--- src/rtl/fetch_unit_if.sv ---
// Fetch-to-memory and fetch-to-decoder signal bundle; combinational wiring only.
// The master side is driven by the fetch unit; stall applies backpressure from the decoder.
interface fetch_unit_if #(
    parameter int ADDR_W = 16
);
    logic [ADDR_W-1:0] mem_addr;
    logic              mem_rd_en;
    logic [15:0]       mem_rdata;
    logic              stall;
    logic              branch_en;
    logic [ADDR_W-1:0] branch_target;
    logic [15:0]       instr_out;
    logic              instr_valid;
    logic [ADDR_W-1:0] pc_out;

    modport master (
        output mem_addr, mem_rd_en, instr_out, instr_valid, pc_out,
        input  mem_rdata, stall, branch_en, branch_target
    );

    modport slave (
        input  mem_addr, mem_rd_en, instr_out, instr_valid, pc_out,
        output mem_rdata, stall, branch_en, branch_target
    );
endinterface

--- src/rtl/fetch_unit.sv ---
// Instruction fetch: PC, 1-cycle memory reads, output register plus one-entry skid buffer.
// Latency 2 cycles issue-to-instr_valid; stall holds the output and reads stop once nothing could land.
module fetch_unit #(
    parameter int                ADDR_W   = 16,
    parameter logic [ADDR_W-1:0] RESET_PC = '0,
    parameter int unsigned       PC_INC   = 1
) (
    input  logic          clk,
    input  logic          reset_n,
    fetch_unit_if.master  bus
);
    localparam logic [ADDR_W-1:0] PC_STEP = ADDR_W'(PC_INC);

    logic [ADDR_W-1:0] fetch_pc_q,    fetch_pc_d;
    logic              inflight_q,    inflight_d;
    logic [ADDR_W-1:0] inflight_pc_q, inflight_pc_d;
    logic              skid_valid_q,  skid_valid_d;
    logic [15:0]       skid_instr_q,  skid_instr_d;
    logic [ADDR_W-1:0] skid_pc_q,     skid_pc_d;
    logic [15:0]       instr_out_q,   instr_out_d;
    logic              instr_valid_q, instr_valid_d;
    logic [ADDR_W-1:0] pc_out_q,      pc_out_d;

    logic issue;
    logic advance;

    // A read is only issued when its data is guaranteed a landing slot next cycle.
    assign issue   = reset_n & ~bus.branch_en & ~skid_valid_q
                   & ~(bus.stall & instr_valid_q & inflight_q);
    assign advance = ~bus.stall | ~instr_valid_q;

    always_comb begin
        fetch_pc_d    = fetch_pc_q;
        inflight_d    = inflight_q;
        inflight_pc_d = inflight_pc_q;
        skid_valid_d  = skid_valid_q;
        skid_instr_d  = skid_instr_q;
        skid_pc_d     = skid_pc_q;
        instr_out_d   = instr_out_q;
        instr_valid_d = instr_valid_q;
        pc_out_d      = pc_out_q;

        if (bus.branch_en) begin
            // Data returning this cycle belongs to the wrong path and is dropped.
            fetch_pc_d    = bus.branch_target;
            inflight_d    = 1'b0;
            skid_valid_d  = 1'b0;
            instr_valid_d = 1'b0;
        end else begin
            inflight_d = issue;
            if (issue) begin
                inflight_pc_d = fetch_pc_q;
                fetch_pc_d    = fetch_pc_q + PC_STEP;
            end

            if (advance) begin
                if (skid_valid_q) begin
                    instr_out_d   = skid_instr_q;
                    pc_out_d      = skid_pc_q;
                    instr_valid_d = 1'b1;
                    skid_valid_d  = inflight_q;
                    if (inflight_q) begin
                        skid_instr_d = bus.mem_rdata;
                        skid_pc_d    = inflight_pc_q;
                    end
                end else if (inflight_q) begin
                    instr_out_d   = bus.mem_rdata;
                    pc_out_d      = inflight_pc_q;
                    instr_valid_d = 1'b1;
                end else begin
                    instr_valid_d = 1'b0;
                end
            end else if (inflight_q) begin
                skid_valid_d = 1'b1;
                skid_instr_d = bus.mem_rdata;
                skid_pc_d    = inflight_pc_q;
            end
        end
    end

    always_ff @(posedge clk) begin
        if (!reset_n) begin
            fetch_pc_q    <= RESET_PC;
            inflight_q    <= 1'b0;
            inflight_pc_q <= '0;
            skid_valid_q  <= 1'b0;
            skid_instr_q  <= '0;
            skid_pc_q     <= '0;
            instr_out_q   <= '0;
            instr_valid_q <= 1'b0;
            pc_out_q      <= '0;
        end else begin
            fetch_pc_q    <= fetch_pc_d;
            inflight_q    <= inflight_d;
            inflight_pc_q <= inflight_pc_d;
            skid_valid_q  <= skid_valid_d;
            skid_instr_q  <= skid_instr_d;
            skid_pc_q     <= skid_pc_d;
            instr_out_q   <= instr_out_d;
            instr_valid_q <= instr_valid_d;
            pc_out_q      <= pc_out_d;
        end
    end

    assign bus.mem_addr    = fetch_pc_q;
    assign bus.mem_rd_en   = issue;
    assign bus.instr_out   = instr_out_q;
    assign bus.instr_valid = instr_valid_q;
    assign bus.pc_out      = pc_out_q;
endmodule

--- src/flat_wrapper.sv ---
// flat-port wrapper written by rule: the top's interface ports become plain ports
module fetch_unit_flat 
#(
    parameter int                ADDR_W   = 16,
    parameter logic [ADDR_W-1:0] RESET_PC = '0,
    parameter int unsigned       PC_INC   = 1
)
  (clk, reset_n, bus_mem_addr, bus_mem_rd_en, bus_instr_out, bus_instr_valid, bus_pc_out, bus_mem_rdata, bus_stall, bus_branch_en, bus_branch_target);
  fetch_unit_if #(.ADDR_W(ADDR_W)) bus_i ();
  input  logic clk;
  input  logic reset_n;
  output wire logic [$bits(bus_i.mem_addr)-1:0] bus_mem_addr;
  output wire logic [$bits(bus_i.mem_rd_en)-1:0] bus_mem_rd_en;
  output wire logic [$bits(bus_i.instr_out)-1:0] bus_instr_out;
  output wire logic [$bits(bus_i.instr_valid)-1:0] bus_instr_valid;
  output wire logic [$bits(bus_i.pc_out)-1:0] bus_pc_out;
  input wire logic [$bits(bus_i.mem_rdata)-1:0] bus_mem_rdata;
  input wire logic [$bits(bus_i.stall)-1:0] bus_stall;
  input wire logic [$bits(bus_i.branch_en)-1:0] bus_branch_en;
  input wire logic [$bits(bus_i.branch_target)-1:0] bus_branch_target;
  assign bus_mem_addr = bus_i.mem_addr;
  assign bus_mem_rd_en = bus_i.mem_rd_en;
  assign bus_instr_out = bus_i.instr_out;
  assign bus_instr_valid = bus_i.instr_valid;
  assign bus_pc_out = bus_i.pc_out;
  assign bus_i.mem_rdata = bus_mem_rdata;
  assign bus_i.stall = bus_stall;
  assign bus_i.branch_en = bus_branch_en;
  assign bus_i.branch_target = bus_branch_target;
  fetch_unit #(.ADDR_W(ADDR_W), .RESET_PC(RESET_PC), .PC_INC(PC_INC)) u_core (.clk(clk), .reset_n(reset_n), .bus(bus_i));
endmodule
--- config.mk ---
export PLATFORM = sky130hd
export DESIGN_NAME = fetch_unit_flat
export DESIGN_NICKNAME = d
export VERILOG_FILES = /design/src/rtl/fetch_unit_if.sv /design/src/rtl/fetch_unit.sv /design/src/flat_wrapper.sv
export SDC_FILE = /design/constraint.sdc
export NUM_CORES = 1
export LEC_CHECK = 0
export ABC_AREA = 1
export BUFFER_PORTS_ARGS = -buffer_cell sky130_fd_sc_hd__buf_2
export CORE_MARGIN = 5
export CORE_UTILIZATION = 25
export DETAILED_ROUTE_END_ITERATION = 10
export GPL_TIMING_DRIVEN = 0
export SLEW_MARGIN = 10
export SYNTH_ARGS = -nofsm -noshare
export SYNTH_HDL_FRONTEND = slang
export SYNTH_SLANG_ARGS = --single-unit
--- constraint.sdc ---
create_clock -name clk -period 2.9 [get_ports clk]
set_input_delay 0.29 -clock clk [delete_from_list [all_inputs] [get_ports clk]]
set_output_delay 0.29 -clock clk [all_outputs]
set_load 0.1 [all_outputs]
==> results.toml, run 1 <==
[drt]
firstDrtPassIters = 5
viasPerCell = 4.60
ant_nets = 0
drc = 0
drt-total-wl_mm = 13.3
drt-initial-drc-count = 228
wire_per_inst_um = 14.7
num_vias = 4168

[final_layout]
final_cell_mix = "nand2_1, dfxtp_1, buf_2"
area_growth_syn_to_layout_pct = 23.5
insertedDiodeCount = 0
final_common_cell = "nand2_1"
layout-drive-gt1-share_pct = 22.5
nets = 713
stdcell_area_um2 = 5410
fill_cells = 1912
fin_cells = 906

[logic_synthesis]
syn-mean-instance-area_um2 = 7.52
ys_seq_area_share_pct = 45.3
synth-simple-area-share_pct = 26.3
synth_top_area_cell = "dfxtp_1"
synth_top_family_by_area = "simple AND/OR/NAND/NOR gates"
synth_mux_area_share_pct = 0
synth_compound_area_share_pct = 19.4
synth_seq_cells = 99
ys_types = 32
synth_fa_ha_area_share_pct = 0.286
yosysWarnings = 0
synth.area.top_cells = "dfxtp_1, nand2_1, nand3_1, a21oi_1, a31oi_1"
yosys.area.top_type_share_pct = 45.3
synth-xor-area-share_pct = 0.400
syn-num-nets = 619
synthCells = 582
synth_area_um2 = 4380

[setup_path]
crit_fanout = 10
critPathArrivalTime_ps = 1860
required_ps = 2610
critical_path.max_stage_delay_ps = 460
critical_path_class = "reg2out"
cp_top_family = "buffers and inverters"
path_buf_inv = 2
cp.depth = 5
crit_path_cell_trace = "nand3_2, nand2_4, nor2_8, buf_4, buf_2"
worstSetupStartpointType = "flop"
rr_worst_depth = 8
cp-end-kind = "output port"
cp_slowest_cell = "buf_2"

[place]
dp_slack_ps = 876
placed_cell_area_um2 = 5080
place_hpwl_mm = 9.62
post-place-cells = 890
io_buffers = 83
place_congestion = 0.861

[global_routing]
grt_pass1_vias = 3893
grt_pass1_wl_mm = 21.1
grt_max_degree = 18
track_usage_pct = 13.2
antenna_found_initial = 0
grt_remaining_overflow = 0

[power]
vdd_drop_max_v = 0.000302
leakage_uw = 0.00218
power.density_nw_per_um2 = 624
report.power.total_uw = 3380

[clock_tree]
postCtsResizedCells = 0
cts_buffer_depth = 2
clkLatencyLatePin_ps = 350
cts_hold_buf = 0
clock-root-buffer = "clkbuf_16"
cts_tree = "built"
htree_levels = 3
cts_setup_buffers = 0
cts_sinks = 99
path_clk_slew_ps = 70
cts_made_buffers = 9

[job]
max_cap_violations = 0

[die]
fp.dieH_um = 142
initial_core_util_pct = 25.4
core_area_um2 = 17200
dieWidth_um = 142
num_rows = 48
dieArea_um2 = 20300
num_io_pins = 86

[timing]
drv_slew = 0
fin_tns_setup_ps = 0
setup_ws_ps = 747
finalSetupViolations = 0
final.setup_skew_ps = 7.66
max_freq_ghz = 0.464
finalCriticalPeriod_ps = 2150
final_hold_viol_count = 0
post-route-period-util_pct = 74.3
rsz0062_at_grt = "false"
tightestPinTransition_ps = 681
slew-limit-headroom_pct = 54.6

[min_path]
min_path_type = "in2reg"
whs_path_depth = 3

[status]
status = "completed"
-- power by group --
part	internal (µW)	total [µW]	switching (µW)
clock	789	1340	550
sequential	1410	1460	48.2
combinational	117	577	460
-- routing by layer --
layer  wire length (µm)  GRT usage (%)  up-vias
li1                   -              -     2149
met1               6430           18.3     1913
met2               6150           20.4       99
met3                592           3.43        7
met4                112           3.45        0
met5                  0              0        -
-- synthesized netlist by cell type --
master / instances
inv_4: 1
o21ai_0: 31
o211ai_1: 3
nand2_2: 1
ha_1: 1
nand2_1: 156
buf_8: 2
inv_1: 30
buf_1: 1
o21bai_1: 1
nand4_1: 3
inv_2: 3
nor2_8: 2
nand3_2: 6
nor2_2: 4
o21ai_2: 1
nand3_1: 53
buf_4: 7
buf_2: 8
buf_6: 4
nand3_4: 1
nor2_1: 33
o21ai_1: 22
xor2_1: 2
a211oi_1: 2
a21oi_2: 13
nand2_4: 1
a22oi_1: 2
a21oi_1: 40
clkbuf_1: 17
a31oi_1: 32
dfxtp_1: 99
-- state kept, by name (all words and copies together) (netlist names) --
register and count:
u_core.bus.mem_addr 16, u_core.bus.instr_valid 1, u_core.inflight_pc_q 16, u_core.skid_instr_q 16, u_core.skid_valid_q 1, u_core.skid_pc_q 16
u_core.inflight_q 1, u_core.bus.instr_out 16, u_core.bus.pc_out 16
-- cell type report --
type	instances	area (µm²)	share of cell area, %
timing repair buffer	83	415	7.68
inverter	34	130	2.41
sequential	99	1980	36.6
clock inverter	6	93.8	1.73
buffer	39	235	4.35
clock buffer	10	239	4.42
tap	225	282	5.20
multi-input combinational	410	2030	37.6
-- worst register-to-register path, delay by kind of cell (launching register included) --
kind            cells  cell delay, ps
fa+ha+maj           1             240
simple gates        5             560
compound gates      1              40
flops               1             450
buf+inv             1             190
-- through the flow --
step,hold slack [ps],utilization [%]
3_5_place_dp,452,29.4
4_1_cts,198,31.4
2_1_floorplan,439,-
6_report,211,31.4
5_1_grt,209,31.4
3_3_place_gp,448,29.4
-- logic make-up after synthesis --
family / count (synthesis)
AND/OR/NAND/NOR: 260
flip-flops: 99
XOR/XNOR: 2
AO/OA/AOI/OAI: 147
adder cells (fa/ha/maj): 1
buffers and inverters: 73
-- worst paths after layout --
path                                              from                      end  slack (ps)
worst max-delay path                 u_core.inflight_q            bus_mem_rd_en         750
worst min-delay path                  bus_mem_rdata[9]  u_core.bus.instr_out[9]         210
worst max register to register  u_core.bus.mem_addr[1]  u_core.bus.mem_addr[10]        1290
worst min register to register     u_core.skid_pc_q[7]      u_core.skid_pc_q[7]         460
Note: power is estimated with default switching activity, not from simulation.
==> run 2: changes to the inputs <==
Clock period 2.9 ns to 1.8 ns, I/O delays scaled along.
==> run 2 against run 1 <==
Compared with the run above: clock skew is 3.0 ps lower; combinational power up 61%; cell area up 0.86%; final cell count is the same; critical path type unchanged; critical endpoint unchanged.
==> results.toml, run 2 (synthesized netlist as in run 1, its figures left out) <==
[global_routing]
grt_pass1_wl_mm = 21.0
grt_pass1_vias = 3913
grt_remaining_overflow = 0
grt_max_degree = 16
track_usage_pct = 13.0
antenna_found_initial = 1

[final_layout]
area_growth_syn_to_layout_pct = 24.6
nets = 713
insertedDiodeCount = 0
final_cell_mix = "nand2_1, buf_2, dfxtp_1"
final_common_cell = "nand2_1"
fill_cells = 1846
layout-drive-gt1-share_pct = 24.5
finalCoreUtilization_pct = 31.6
stdcell_area_um2 = 5460

[setup_path]
crit_path_cell_trace = "nand3_2, nand2_4, nor2_8, buf_6, buf_8"
rr_worst_depth = 7
critical_path.max_stage_delay_ps = 340
cp_slowest_cell = "dfxtp_1"
worstSetupStartpointType = "flop"
cp-end-kind = "output port"
crit_fanout = 10
required_ps = 1620
critical_path_class = "reg2out"
critPathArrivalTime_ps = 1540

[clock_tree]
cts_sinks = 99
cts_setup_buffers = 0
cts_made_buffers = 9
clkLatencyLatePin_ps = 340
clock-root-buffer = "clkbuf_16"
cts_tree = "built"
cts_buffer_depth = 2
cts_hold_buf = 0
htree_levels = 3
path_clk_slew_ps = 70

[die]
num_rows = 48
dieWidth_um = 142
num_io_pins = 86
initial_core_util_pct = 25.4
core_area_um2 = 17200
fp.dieH_um = 142
dieArea_um2 = 20300

[timing]
fin_tns_setup_ps = 0
max_freq_ghz = 0.580
finalCriticalPeriod_ps = 1720
drv_slew = 0
rsz0062_at_grt = "false"
post-route-period-util_pct = 95.7
final.setup_skew_ps = 4.67
slew-limit-headroom_pct = 53.4
finalSetupViolations = 0
final_hold_viol_count = 0
tightestPinTransition_ps = 700
hold-worst-slack_ps = 107

[drt]
firstDrtPassIters = 4
ant_nets = 0
drt-initial-drc-count = 235
num_vias = 4101
viasPerCell = 4.53
wire_per_inst_um = 14.3
drt-total-wl_mm = 13.0
drc = 0

[power]
leakage_uw = 0.00220
report.power.total_uw = 5500
vdd_drop_max_v = 0.000445
power.density_nw_per_um2 = 1010

[place]
place_hpwl_mm = 9.62
placed_cell_area_um2 = 5090
io_buffers = 83
place_congestion = 0.797

[status]
status = "completed"

[job]
max_cap_violations = 0

[min_path]
min_path_type = "in2reg"
whs_path_depth = 3
[run 2: what timing repair did]
action | in CTS | in global routing
gates resized for setup | 4 | 0
endpoints found under the setup margin | 1 | 0
hold endpoints to repair | 0 | 0
[run 2: cell type report]
| cell class | instances | area [µm²] | share of cell area [%] |
|---|---|---|---|
| Clock inverter | 3 | 67.6 | 1.24 |
| Tap cell | 225 | 282 | 5.16 |
| Sequential cell | 99 | 2000 | 36.7 |
| Buffer | 39 | 239 | 4.38 |
| Clock buffer | 13 | 280 | 5.14 |
| Multi-Input combinational cell | 410 | 2030 | 37.2 |
| Timing Repair Buffer | 83 | 425 | 7.80 |
| Inverter | 34 | 130 | 2.39 |
[run 2: through the flow]
| stage | setup WS, ps | instances |
|---|---|---|
| 4_1_cts | 54.2 | 906 |
| 2_1_floorplan | 5.52 | 582 |
| 5_1_grt | 7.01 | 906 |
| 6_report | 77.1 | 906 |
| 3_3_place_gp | 32.6 | 890 |
| 3_5_place_dp | 37.2 | 890 |
[run 2: metal layers]
layer	track usage [%]	vias up	part of all wire, %
li1	-	2148	-
met1	18.5	1854	50
met2	19.8	83	45
met3	3.16	14	4.0
met4	3.10	2	1.1
met5	0	-	0.054
[run 2: final timing paths]
kind / startpoint / to / slack, ps
setup / recovery: u_core.inflight_q / bus_mem_rd_en / 80
hold / removal: bus_mem_rdata[9] / u_core.bus.instr_out[9] / 110
hold reg to reg: u_core.skid_instr_q[8] / u_core.skid_instr_q[8] / 460
setup reg to reg: u_core.bus.mem_addr[1] / u_core.bus.mem_addr[10] / 330
[run 2: critical path, delay by kind of cell (launching register included)]
family / cells / cell delay [ps]
buffers and inverters: 2 / 420
flip-flops: 1 / 340
AND/OR/NAND/NOR: 3 / 440
[run 2: report_power, final]
group | leakage, µW | switching, µW | internal, µW
logic | 0.00122 | 738 | 193
clock network | 0.000168 | 833 | 1370
registers | 0.000813 | 79.4 | 2280
total | 0.00220 | 1650 | 3850
==> run 3: changes to the inputs <==
Settings changed: ABC_AREA 1 to default.
==> run 3 against run 2 <==
Compared with the run above: non-clock buffer count increased by 1; power down 5.7%; sequential share of layout area increased by 1.7 points; combinational power shrank 2%; maximum frequency is 0.17% higher; clock skew grew 3.1 ps; utilization is 0.42 points higher; register-to-register slack worse by 220 ps; die area is 5.0% lower; clock power down 13%; worst setup slack improved by 2.9 ps; worst hold slack worse by 22 ps; largest power group unchanged.
==> results.toml, run 3 <==
[die]
dieArea_um2 = 19300
core_area_um2 = 16400
initial_core_util_pct = 25.3
num_rows = 47
num_io_pins = 86
fp.dieH_um = 139
dieWidth_um = 139

[timing]
tightestPinTransition_ps = 634
finalCriticalPeriod_ps = 1720
slew-limit-headroom_pct = 57.8
setup_ws_ps = 80.0
fin_tns_setup_ps = 0
rsz0062_at_grt = "true"
max_freq_ghz = 0.581
drv_slew = 0
final_hold_viol_count = 0
final.setup_skew_ps = 7.76
post-route-period-util_pct = 95.6
finalSetupViolations = 0

[logic_synthesis]
ys_seq_area_share_pct = 47.8
yosysWarnings = 0
synth_area_um2 = 4140
synth_top_area_cell = "dfxtp_1"
syn-num-nets = 530
synth-main-ff-cell = "dfxtp_1"
yosys.area.top_type_share_pct = 47.8
synth.area.top_cells = "dfxtp_1, nand2_1, mux2i_1, a21oi_1, a211oi_1"
syn-mean-instance-area_um2 = 8.41
synth_edf_count = 0
synth.most_common_cell = "nand2_1"
ys_types = 43
synth_seq_cells = 99
async_flop_share_pct = 0
synthTopCellsByCount = "nand2_1, dfxtp_1, a21oi_1, nor2_1, mux2i_1"
synthCells = 493

[power]
vdd_drop_max_v = 0.000558
leakage_uw = 0.00189
report.power.total_uw = 5180
power.density_nw_per_um2 = 985

[drt]
viasPerCell = 4.64
drt-total-wl_mm = 12.0
drc = 0
drt-initial-drc-count = 166
ant_nets = 0
wire_per_inst_um = 14.7
num_vias = 3789
firstDrtPassIters = 6

[setup_path]
critical_path.max_stage_delay_ps = 340
path_buf_inv = 2
critPathArrivalTime_ps = 1540
cp-end-kind = "output port"
cp_top_family = "buffers and inverters"
worstSetupStartpointType = "flop"
cp_slowest_cell = "dfxtp_1"
critical_path_class = "reg2out"
crit_path_cell_trace = "nor3b_4, nand2_4, inv_2, buf_8"
required_ps = 1620
ff2ff_setup_slack_ps = 110
crit_fanout = 15

[clock_tree]
cts_sinks = 99
cts_made_buffers = 9
htree_levels = 3
cts_hold_buf = 0
cts_buffer_depth = 2
cts_tree = "built"
clkLatencyLatePin_ps = 340
clock-root-buffer = "clkbuf_16"
path_clk_slew_ps = 60

[final_layout]
nets = 628
layout-drive-gt1-share_pct = 24.3
fin_cells = 816
insertedDiodeCount = 0
final_cell_mix = "nand2_1, buf_2, dfxtp_1"
area_growth_syn_to_layout_pct = 27.0
finalCoreUtilization_pct = 32.1
final_common_cell = "nand2_1"

[status]
status = "completed"

[global_routing]
grt_pass1_vias = 3663
track_usage_pct = 12.3
antenna_found_initial = 0
grt_pass1_wl_mm = 19.4
grt_max_degree = 16
grt_remaining_overflow = 0

[place]
dp_slack_ps = -175
post-place-cells = 798
place_congestion = 0.882
place_hpwl_mm = 8.70
io_buffers = 85

[job]
max_cap_violations = 0

[min_path]
min_path_type = "in2reg"
## run 3: timing repair
item	CTS	global route
buffers inserted	3	0
gates resized for setup	8	9
pin swaps	2	0
endpoints found under the setup margin	31	41
## run 3: layout make-up
class,count,area [µm²]
sequential,99,2020
buffer,35,161
multi-input combinational,348,2000
timing repair buffer,88,470
clock buffer,13,282
inverter,10,37.5
clock inverter,3,18.8
fill,1774,11100
tap,220,275
## run 3: routing by layer
metal	GRT usage [%]	share of wire [%]	vias to the layer above
met2	17.9	42	112
met5	0	0	-
li1	-	-	1926
met1	18.1	50	1736
met4	3.24	1.4	0
met3	3.17	5.8	15
## run 3: logic make-up after synthesis
logic type / synth area share (%)
XOR/XNOR: 0.423
buffers and inverters: 4.56
AND/OR/NAND/NOR: 20.6
AO/OA/AOI/OAI: 18.1
flip-flops: 47.8
adder cells (fa/ha/maj): 0.302
multiplexers: 8.21
## run 3: worst register-to-register path: stages, from the launching register on
cell and delay (ps):
dfxtp_1 340, clkbuf_4 210, o21ai_1 380, buf_1 440, nand2_1 100, a21oi_1 160
## run 3: final timing paths
| kind | start | endpoint | cells past startpoint |
|---|---|---|---|
| hold / removal | bus_mem_rdata[6] | u_core.skid_instr_q[6] | 3 |
| hold reg to reg | u_core.skid_pc_q[3] | u_core.skid_pc_q[3] | 2 |
| setup reg to reg | u_core.skid_valid_q | u_core.skid_instr_q[9] | 5 |
| setup / recovery | u_core.skid_valid_q | bus_mem_rd_en | 4 |
## run 3: through the flow
step	cell area [µm²]	hold WS, ps
3_5_place_dp	4890	432
4_1_cts	5250	73.9
6_report	5260	85.5
2_1_floorplan	4190	313
3_3_place_gp	4890	431
5_1_grt	5260	84.1
## run 3: where the power goes
group | leakage [µW] | switching, µW | internal (µW)
Combinational | 0.000929 | 725 | 188
Sequential | 0.000813 | 79.8 | 2270
Clock | 0.000151 | 824 | 1100
Total | 0.00189 | 1630 | 3560
